**config.mk**
```make
export PLATFORM = sky130hd
export DESIGN_NAME = vit_frame_ctrl
export DESIGN_NICKNAME = d
export VERILOG_FILES = /design/src/rtl/vit_pkg.sv /design/src/rtl/vit_lat_tracker.sv /design/src/rtl/vit_frame_ctrl.sv
export SDC_FILE = /design/constraint.sdc
export NUM_CORES = 1
export LEC_CHECK = 0
export ABC_AREA = 0
export BUFFER_PORTS_ARGS = -buffer_cell sky130_fd_sc_hd__buf_4
export CAP_MARGIN = 20
export CORE_MARGIN = 2
export CORE_UTILIZATION = 50
export CTS_CLUSTER_DIAMETER = 80
export DETAILED_ROUTE_END_ITERATION = 7
export GPL_TIMING_DRIVEN = 0
export HOLD_SLACK_MARGIN = 0.12
export PLACE_DENSITY = 0.74
export SLEW_MARGIN = 20
export SYNTH_ARGS = -nofsm -noshare
export SYNTH_HDL_FRONTEND = slang
export SYNTH_SLANG_ARGS = --single-unit
```
**constraint.sdc**
```tcl
create_clock -name clk -period 2 [get_ports clk]
set_clock_uncertainty 0.15 [all_clocks]
set_input_delay 0.2 -clock clk [delete_from_list [all_inputs] [get_ports clk]]
set_output_delay 0.2 -clock clk [all_outputs]
set_load 0.03 [all_outputs]
```
**src/rtl/vit_pkg.sv**
```systemverilog
// Shared types and widths for the Viterbi frame sequencer.
package vit_pkg;

  localparam int unsigned SYM_PER_WORD = 8;
  localparam int unsigned WORD_W       = 16;
  localparam int unsigned DEC_W        = 8;

  typedef enum logic [1:0] {
    IDLE  = 2'd0,
    FILL  = 2'd1,
    FLUSH = 2'd2,
    DRAIN = 2'd3
  } state_t;

  typedef struct packed {
    logic valid;
    logic data;
    logic last;
  } tag_t;

endpackage

```
**src/rtl/vit_lat_tracker.sv**
```systemverilog
// Decoder latency tracker: DEC_LAT-deep tag shift register with tail tag and empty flag.
module vit_lat_tracker
  import vit_pkg::*;
#(
  parameter int unsigned DEC_LAT = 6
) (
  input  logic clk,
  input  logic rst,
  input  tag_t tag_in,
  output tag_t tag_out,
  output logic empty_c
);

  tag_t pipe [DEC_LAT];

  always_ff @(posedge clk or negedge rst) begin
    if (!rst) begin
      for (int i = 0; i < DEC_LAT; i++) pipe[i] <= '0;
    end else begin
      pipe[0] <= tag_in;
      for (int i = 1; i < DEC_LAT; i++) pipe[i] <= pipe[i-1];
    end
  end

  assign tag_out = pipe[DEC_LAT-1];

  // Empty once no valid tag remains anywhere in the pipe
  always_comb begin
    empty_c = 1'b1;
    for (int i = 0; i < DEC_LAT; i++) begin
      if (pipe[i].valid) empty_c = 1'b0;
    end
  end

endmodule

```
**src/rtl/vit_frame_ctrl.sv**
```systemverilog
// Frame sequencer: packs 2-bit symbols into 16-bit decoder words, appends flush words
// and strobes decoded bytes once the decoder pipeline latency has elapsed.
module vit_frame_ctrl
  import vit_pkg::*;
#(
  parameter int unsigned WORDS_PER_FRAME = 4,
  parameter int unsigned FLUSH_WORDS     = 1,
  parameter int unsigned DEC_LAT         = 6
) (
  input  logic              clk,
  input  logic              rst,
  input  logic              start,
  input  logic [1:0]        sym_in,
  input  logic              sym_valid,
  output logic              sym_ready,
  output logic [WORD_W-1:0] word_out,
  output logic              word_valid,
  input  logic              word_ready,
  output logic              word_last,
  input  logic [DEC_W-1:0]  dec_in,
  output logic [DEC_W-1:0]  dec_out,
  output logic              dec_valid,
  output logic              dec_last,
  output logic              busy,
  output logic              frame_done,
  output logic              start_err
);

  localparam int unsigned IDX_W  = $clog2(SYM_PER_WORD);
  localparam int unsigned WCNT_W = $clog2(WORDS_PER_FRAME + 1);
  localparam int unsigned FCNT_W = $clog2(FLUSH_WORDS + 1);
  localparam logic [IDX_W-1:0] IDX_LAST = IDX_W'(SYM_PER_WORD - 1);

  state_t              state, state_nxt;
  logic [IDX_W-1:0]    sym_idx;
  logic [WCNT_W-1:0]   word_cnt;
  logic [FCNT_W-1:0]   flush_cnt;
  logic [WORD_W-3:0]   asm_q;
  logic                word_is_data, word_dlast;
  logic                hs, sym_acc, ld_data, ld_flush, done_nxt;
  tag_t                tag_in, tag_tail;
  logic                lat_empty;

  assign hs        = word_valid && word_ready;
  assign sym_ready = (state == FILL) && ((sym_idx != IDX_LAST) || !word_valid || word_ready);
  assign sym_acc   = sym_valid && sym_ready;

  // Next state and per-cycle load strobes
  always_comb begin
    state_nxt = state;
    ld_data   = 1'b0;
    ld_flush  = 1'b0;
    done_nxt  = 1'b0;
    case (state)
      IDLE: if (start) state_nxt = FILL;
      FILL: begin
        if (sym_acc && (sym_idx == IDX_LAST)) begin
          ld_data = 1'b1;
          if (word_cnt == WCNT_W'(WORDS_PER_FRAME - 1)) state_nxt = FLUSH;
        end
      end
      FLUSH: begin
        if ((flush_cnt != FCNT_W'(FLUSH_WORDS)) && (!word_valid || hs)) ld_flush = 1'b1;
        if (hs && word_last) state_nxt = DRAIN;
      end
      DRAIN: begin
        if (lat_empty) begin
          done_nxt  = 1'b1;
          state_nxt = IDLE;
        end
      end
      default: state_nxt = IDLE;
    endcase
  end

  always_comb begin
    tag_in       = '0;
    tag_in.valid = hs;
    tag_in.data  = hs && word_is_data;
    tag_in.last  = hs && word_dlast;
  end

  always_ff @(posedge clk or negedge rst) begin
    if (!rst) begin
      state        <= IDLE;
      sym_idx      <= '0;
      word_cnt     <= '0;
      flush_cnt    <= '0;
      asm_q        <= '0;
      word_out     <= '0;
      word_valid   <= 1'b0;
      word_last    <= 1'b0;
      word_is_data <= 1'b0;
      word_dlast   <= 1'b0;
      dec_out      <= '0;
      dec_valid    <= 1'b0;
      dec_last     <= 1'b0;
      busy         <= 1'b0;
      frame_done   <= 1'b0;
      start_err    <= 1'b0;
    end else begin
      state      <= state_nxt;
      busy       <= (state_nxt != IDLE);
      frame_done <= done_nxt;
      if (start && (state != IDLE)) start_err <= 1'b1;

      if ((state == IDLE) && start) begin
        sym_idx   <= '0;
        word_cnt  <= '0;
        flush_cnt <= '0;
      end

      // Symbol k lands in bits [2k+1:2k]; the 8th symbol completes the word directly
      if (sym_acc) begin
        for (int k = 0; k < SYM_PER_WORD - 1; k++) begin
          if (sym_idx == IDX_W'(k)) asm_q[2*k +: 2] <= sym_in;
        end
        sym_idx <= sym_idx + IDX_W'(1);
      end

      // Hold register: a load on the handshake edge keeps word_valid high without a bubble
      if (ld_data) begin
        word_out     <= {sym_in, asm_q};
        word_valid   <= 1'b1;
        word_last    <= 1'b0;
        word_is_data <= 1'b1;
        word_dlast   <= (word_cnt == WCNT_W'(WORDS_PER_FRAME - 1));
        word_cnt     <= word_cnt + WCNT_W'(1);
      end else if (ld_flush) begin
        word_out     <= '0;
        word_valid   <= 1'b1;
        word_last    <= (flush_cnt == FCNT_W'(FLUSH_WORDS - 1));
        word_is_data <= 1'b0;
        word_dlast   <= 1'b0;
        flush_cnt    <= flush_cnt + FCNT_W'(1);
      end else if (hs) begin
        word_valid <= 1'b0;
        word_last  <= 1'b0;
      end

      if (tag_tail.valid && tag_tail.data) dec_out <= dec_in;
      dec_valid <= tag_tail.valid && tag_tail.data;
      dec_last  <= tag_tail.valid && tag_tail.data && tag_tail.last;
    end
  end

  vit_lat_tracker #(
    .DEC_LAT (DEC_LAT)
  ) u_lat (
    .clk     (clk),
    .rst     (rst),
    .tag_in  (tag_in),
    .tag_out (tag_tail),
    .empty_c (lat_empty)
  );

endmodule

```
After elaboration in Yosys (flattened, before gate mapping)
Index checks and enable logic that the tools add are counted.

storage, ports and cells
  flip-flop bits (word level) = 74
  word-level logic and storage cells = 121

operators by class
  add/sub/neg operators = 3
  eq/ne operators = 12
  multiplexer cells = 34
  bitwise operators = 1
  reduce and logical (&&, ||, !) cells = 31

operator list
  kind                                                                    count
  16-bit 2-to-1 mux                                                       2
  1-bit 2-to-1 mux                                                        23
  2-bit AND reduction                                                     7
  3-bit equality test (second input constant)                             4
  1-bit logical AND                                                       12
  2-bit 2-to-1 mux                                                        5
  2-bit nonzero test                                                      5
  3-bit by 2-bit equality test with 1-bit output (second input constant)  3
  3-bit 2-to-1 mux                                                        3
  2-bit case mux with 4 select lines                                      1
  3-bit by 1-bit adder with 3-bit output (second input constant)          2
  2-bit equality test (second input constant)                             2
  3-bit by 1-bit equality test with 1-bit output (second input constant)  1
  3-bit zero test                                                         1
  1-bit logical OR                                                        3
  3-bit inequality test (second input constant)                           1
  3-bit nonzero test                                                      1
  2-bit by 1-bit equality test with 1-bit output (second input constant)  1
  2-bit zero test                                                         1
  1-bit adder (second input constant)                                     1
  1-bit zero test                                                         1
  1-bit NOT                                                               1

Logic depth before layout (Yosys ltp)
  depth after elaboration = 9
  depth in mapped cells = 6
  gate-level depth less buffers = 5

Cells and area by module
From an unflattened synthesis, not the netlist that was laid out.

unflattened totals
  cells, all modules = 231
  area total of the unflattened synthesis = 2990.4 sq um

by module, submodules not included
  module           times used  cells an instance  area an instance (sq um)  seq. area each (sq um)
  vit_frame_ctrl   1           208                2499.9                    1401.3
  vit_lat_tracker  1           23                 490.5                     450.4

Least setup slack after synthesis
OpenSTA, ideal clock, no wires.

  path type = flip-flop to output port
  from = register sym_idx[0]
  to = output port sym_ready
  arrival time = 1.886 ns
  data required time = 1.650 ns
  path slack = -0.236 ns
  stages on the path, launching flop included = 6
  buffers on the path = 1
  path through = dfrtp_1 -> ha_1 -> ha_1 -> and3b_1 -> buf_6 -> nor3b_1

between the ends
  longest elaborated chain between the ends = 4

RTL lines
  item                            line                   RTL
  start: declaration              vit_frame_ctrl.sv:35   logic [IDX_W-1:0] sym_idx;
  start signal: assignment        vit_frame_ctrl.sv:118  sym_idx <= sym_idx + IDX_W'(1);
  3-bit inequality test           vit_frame_ctrl.sv:45   assign sym_ready = (state == FILL) && ((sym_idx != IDX_LAST) || !word_valid || word_ready);
  1-bit logical OR (2 in series)  vit_frame_ctrl.sv:45
  1-bit logical AND               vit_frame_ctrl.sv:45
  end: declaration                vit_frame_ctrl.sv:15   output logic sym_ready,

Every way passes these cells.

Final worst setup path
  from = register sym_idx[0]
  to = register asm_q[0]

between the ends
  longest elaborated chain between the ends = 6
  elaborated cells on any way between the ends = 7
  classes of those cells = eq/ne: 1; reduce/logical: 6

RTL lines
  item                               line                   RTL
  3-bit inequality test              vit_frame_ctrl.sv:45
  1-bit logical OR (2 in series)     vit_frame_ctrl.sv:45
  1-bit logical AND                  vit_frame_ctrl.sv:45
  1-bit logical AND                  vit_frame_ctrl.sv:46   assign sym_acc = sym_valid && sym_ready;
  2-bit AND reduction (no line) (*)  n/a
  end signal: indexed assignment     vit_frame_ctrl.sv:116  if (sym_idx == IDX_W'(k)) asm_q[2*k +: 2] <= sym_in;
  end: declaration                   vit_frame_ctrl.sv:38   logic [WORD_W-3:0] asm_q;

Every way passes the cells marked *; elsewhere a longest branch is shown, timed or not.
A chain may end at the register's enable or synchronous reset.

==> results_dict.tcl <==
set metrics [dict create \
    clock_path_buffers 2 \
    grt_max_degree 75 \
    drt-initial-drc-count 113 \
    ant_nets 0 \
    hold_end "u_lat.pipe[12]$_DFF_PN0_" \
    area.growth.synth_to_final_pct 30.4 \
    rows 28 \
    synth_cell_types 39 \
    grt_pass1_vias 2026 \
    die_h_um 82.0 \
    clk_pin_slew_worst_paths_ns 0.08 \
    cts_sinks 74 \
    path_max_fanout 8 \
    synthTopCellsByArea "dfrtp_1 (61%), mux2i_1 (6.6%), mux2_2 (4.4%), ha_1 (3.3%), nor4b_4 (2.3%)" \
    post_drt_wl_per_cell_um 15.6 \
    initial_core_util_pct 51.7 \
    core-area_um2 5890 \
    numPortBuffers 46 \
    design_power_total_mw 5.58 \
    fillCellCount 463 \
    highest_layer "met4" \
    leakage_nw 1.98 \
    final_hold_viol_count 0 \
    fin_nets 336 \
    routed-wl-met2_mm 3.09 \
    clock_latency_ns 0.35 \
    route.met3.wl_um 288 \
    synth_top_area_share_pct 60.9 \
    status "complete, but fails checks" \
    grt_usage_pct 20.0 \
    maxCapViolCount 0 \
    pwr_density_cell_nw_per_um2 1410 \
    start_kind "flop" \
    r2r_start "sym_idx[0]$_DFFE_PN0P_" \
    cts-root-buf "clkbuf_8" \
    antenna_found_initial 0 \
    worstHoldPathType "reg2reg" \
    ys_seq_area_share_pct 60.9 \
    crit_type "reg2reg" \
    hold_depth 0 \
    via_count 2043 \
    drc_errors 0 \
    hp-start "u_lat.pipe[15]$_DFF_PN0_" \
    setup_ws_ns -0.0993 \
    multiInputGateArea_um2 1090 \
    cts_tree "done" \
    synth_seq_cells 74 \
    critical_path_required_ns 2.08 \
    dp_slack_ns -0.140 \
    routed_wl_mm 6.13 \
    failed_checks "setup timing" \
    wl_met1_mm 2.65 \
    setup-violations-final 4 \
    yosys_warnings 0 \
    final_common_cell "dfrtp_1" \
    synth_area_per_cell_um2 13.1 \
    first_pass_iters 4 \
    grt_pass1_wl_mm 9.87 \
    post-route-period-util_pct 105 \
    timing.rr.end "asm_q[0]$_DFFE_PN0P_" \
    synth_area_um2 3040 \
    rr_worst_depth 7 \
    dieArea_um2 6720 \
    gr-total-overflow 0 \
    drive_above_1_share_pct 34.6 \
    drv_slew 0 \
    fmax_ghz 0.476 \
    cts_buffers 9 \
    htree_levels 3 \
    dp_hpwl_mm 3.97 \
    tightest_slew_ns 0.881 \
    endpoint_kind "flop" \
    antennaDiodeCount 0 \
    final_cell_mix "dfrtp_1 (74), buf_4 (56), mux2i_1 (19)" \
    die_w_um 82.0 \
    ff_latch_area_um2 1850 \
    rsz0062_at_grt "true" \
    rrSetupSlack_ns -0.1 \
    slew_headroom_pct 41.3 \
    yosys.area.top_type "dfrtp_1" \
    max-vdd-ir-drop_mv 0.761 \
    fin_crit_ns 2.10 \
    viasPerCell 5.20 \
    routabilityCongestion 0.785 \
    synth_nets 256 \
    cp.arrival_ns 2.18 \
    ios 47 \
    netlist_instances 233 \
    whs_ns 0.202 \
]
## worst max-delay path: stages (launching register included)
cell and delay [ns]:
dfrtp_1 0.42, ha_4 0.18, ha_4 0.15, and3b_1 0.16, buf_6 0.14, buf_4 0.14, nor4b_4 0.28, mux2_1 0.35
## report_power, final
group	switching, mW	internal [mW]
Clock	0.570	0.713
Combinational	1.16	0.893
Sequential	0.268	1.97
## how the worst max path moves through the flow
stage	from	end	slack, ns	cells past startpoint
2_1_floorplan	sym_idx[0]$_DFFE_PN0P_	asm_q[0]$_DFFE_PN0P_	0.03	6
3_5_place_dp	sym_idx[0]$_DFFE_PN0P_	asm_q[10]$_DFFE_PN0P_	-0.14	6
5_1_grt	sym_idx[0]$_DFFE_PN0P_	sym_ready	-0.17	6
6_report	sym_idx[0]$_DFFE_PN0P_	asm_q[0]$_DFFE_PN0P_	-0.1	7
4_1_cts	sym_idx[0]$_DFFE_PN0P_	sym_ready	-0.10	6
3_3_place_gp	sym_idx[0]$_DFFE_PN0P_	asm_q[4]$_DFFE_PN0P_	-0.12	6
## synthesized netlist by cell type, drive strengths merged
cell type and n:
nor4 1, and2 1, a22o 1, mux2 15, nor3 4, a21o 1, ha 8, nand3 3
and3 5, mux2i 20, inv 16, buf 10, nand3b 2, nor2 4, dfrtp 74, o31ai 1
o21a 1, nor2b 1, and3b 2, nand2 11, clkbuf 4, a41oi 1, nor4b 3, or3b 2
nor3b 1, o21ai 27, o311a 1, and2b 1, nand4 10, nand2b 2
## logic make-up (layout without fill, tap and decap cells)
kind of cell	after synthesis	in the layout	synth area share, %
buf+inv	30	115	4.85
mux	35	35	12.1
flops	74	74	60.9
compound gates	33	33	6.09
fa+ha+maj	8	8	3.29
simple gates	53	53	12.8
## metal layers
layer | GRT usage [%] | vias to the layer above
met5 | 0 | -
met1 | 24.8 | 1013
met2 | 33.9 | 51
met4 | 6.50 | 0
met3 | 5.71 | 10
li1 | - | 969
## registers in the layout (all words and copies together) (netlist names)
signal,flops
word_out,16
u_lat.pipe,15
asm_q,14
dec_out,8
sym_idx,3
u_lat.tag_out,3
word_cnt,3
state,2
busy,1
dec_last,1
dec_valid,1
flush_cnt,1
frame_done,1
start_err,1
word_dlast,1
word_is_data,1
word_last,1
word_valid,1
## what timing repair did
action | 4_1_cts | 5_1_grt
setup endpoints to repair | 10 | 8
pin swaps | 3 | 3
hold buffers | 13 | 0
setup buffers | 6 | 4
resized for setup | 6 | 3
hold endpoints to repair | 99 | 0
## layout make-up
| class | count | share of cell area (%) |
|---|---|---|
| Sequential cell | 74 | 46.7 |
| Multi-Input combinational cell | 129 | 27.6 |
| Timing Repair Buffer | 69 | 14.0 |
| Clock buffer | 9 | 3.12 |
| Clock inverter | 7 | 2.52 |
| Tap cell | 75 | 2.37 |
| Buffer | 14 | 2.21 |
| Inverter | 16 | 1.51 |
## through the flow
stage | utilization [%] | setup TNS (ns) | cells | instance area (um2)
2_1_floorplan | - | 0 | 233 | 3050
3_3_place_gp | 59.3 | -0.551 | 354 | 3490
3_5_place_dp | 59.3 | -0.705 | 354 | 3490
4_1_cts | 66.7 | -0.203 | 389 | 3920
5_1_grt | 67.4 | -0.640 | 393 | 3970
6_report | 67.4 | -0.304 | 393 | 3970
(Power assumes the default switching activity.)
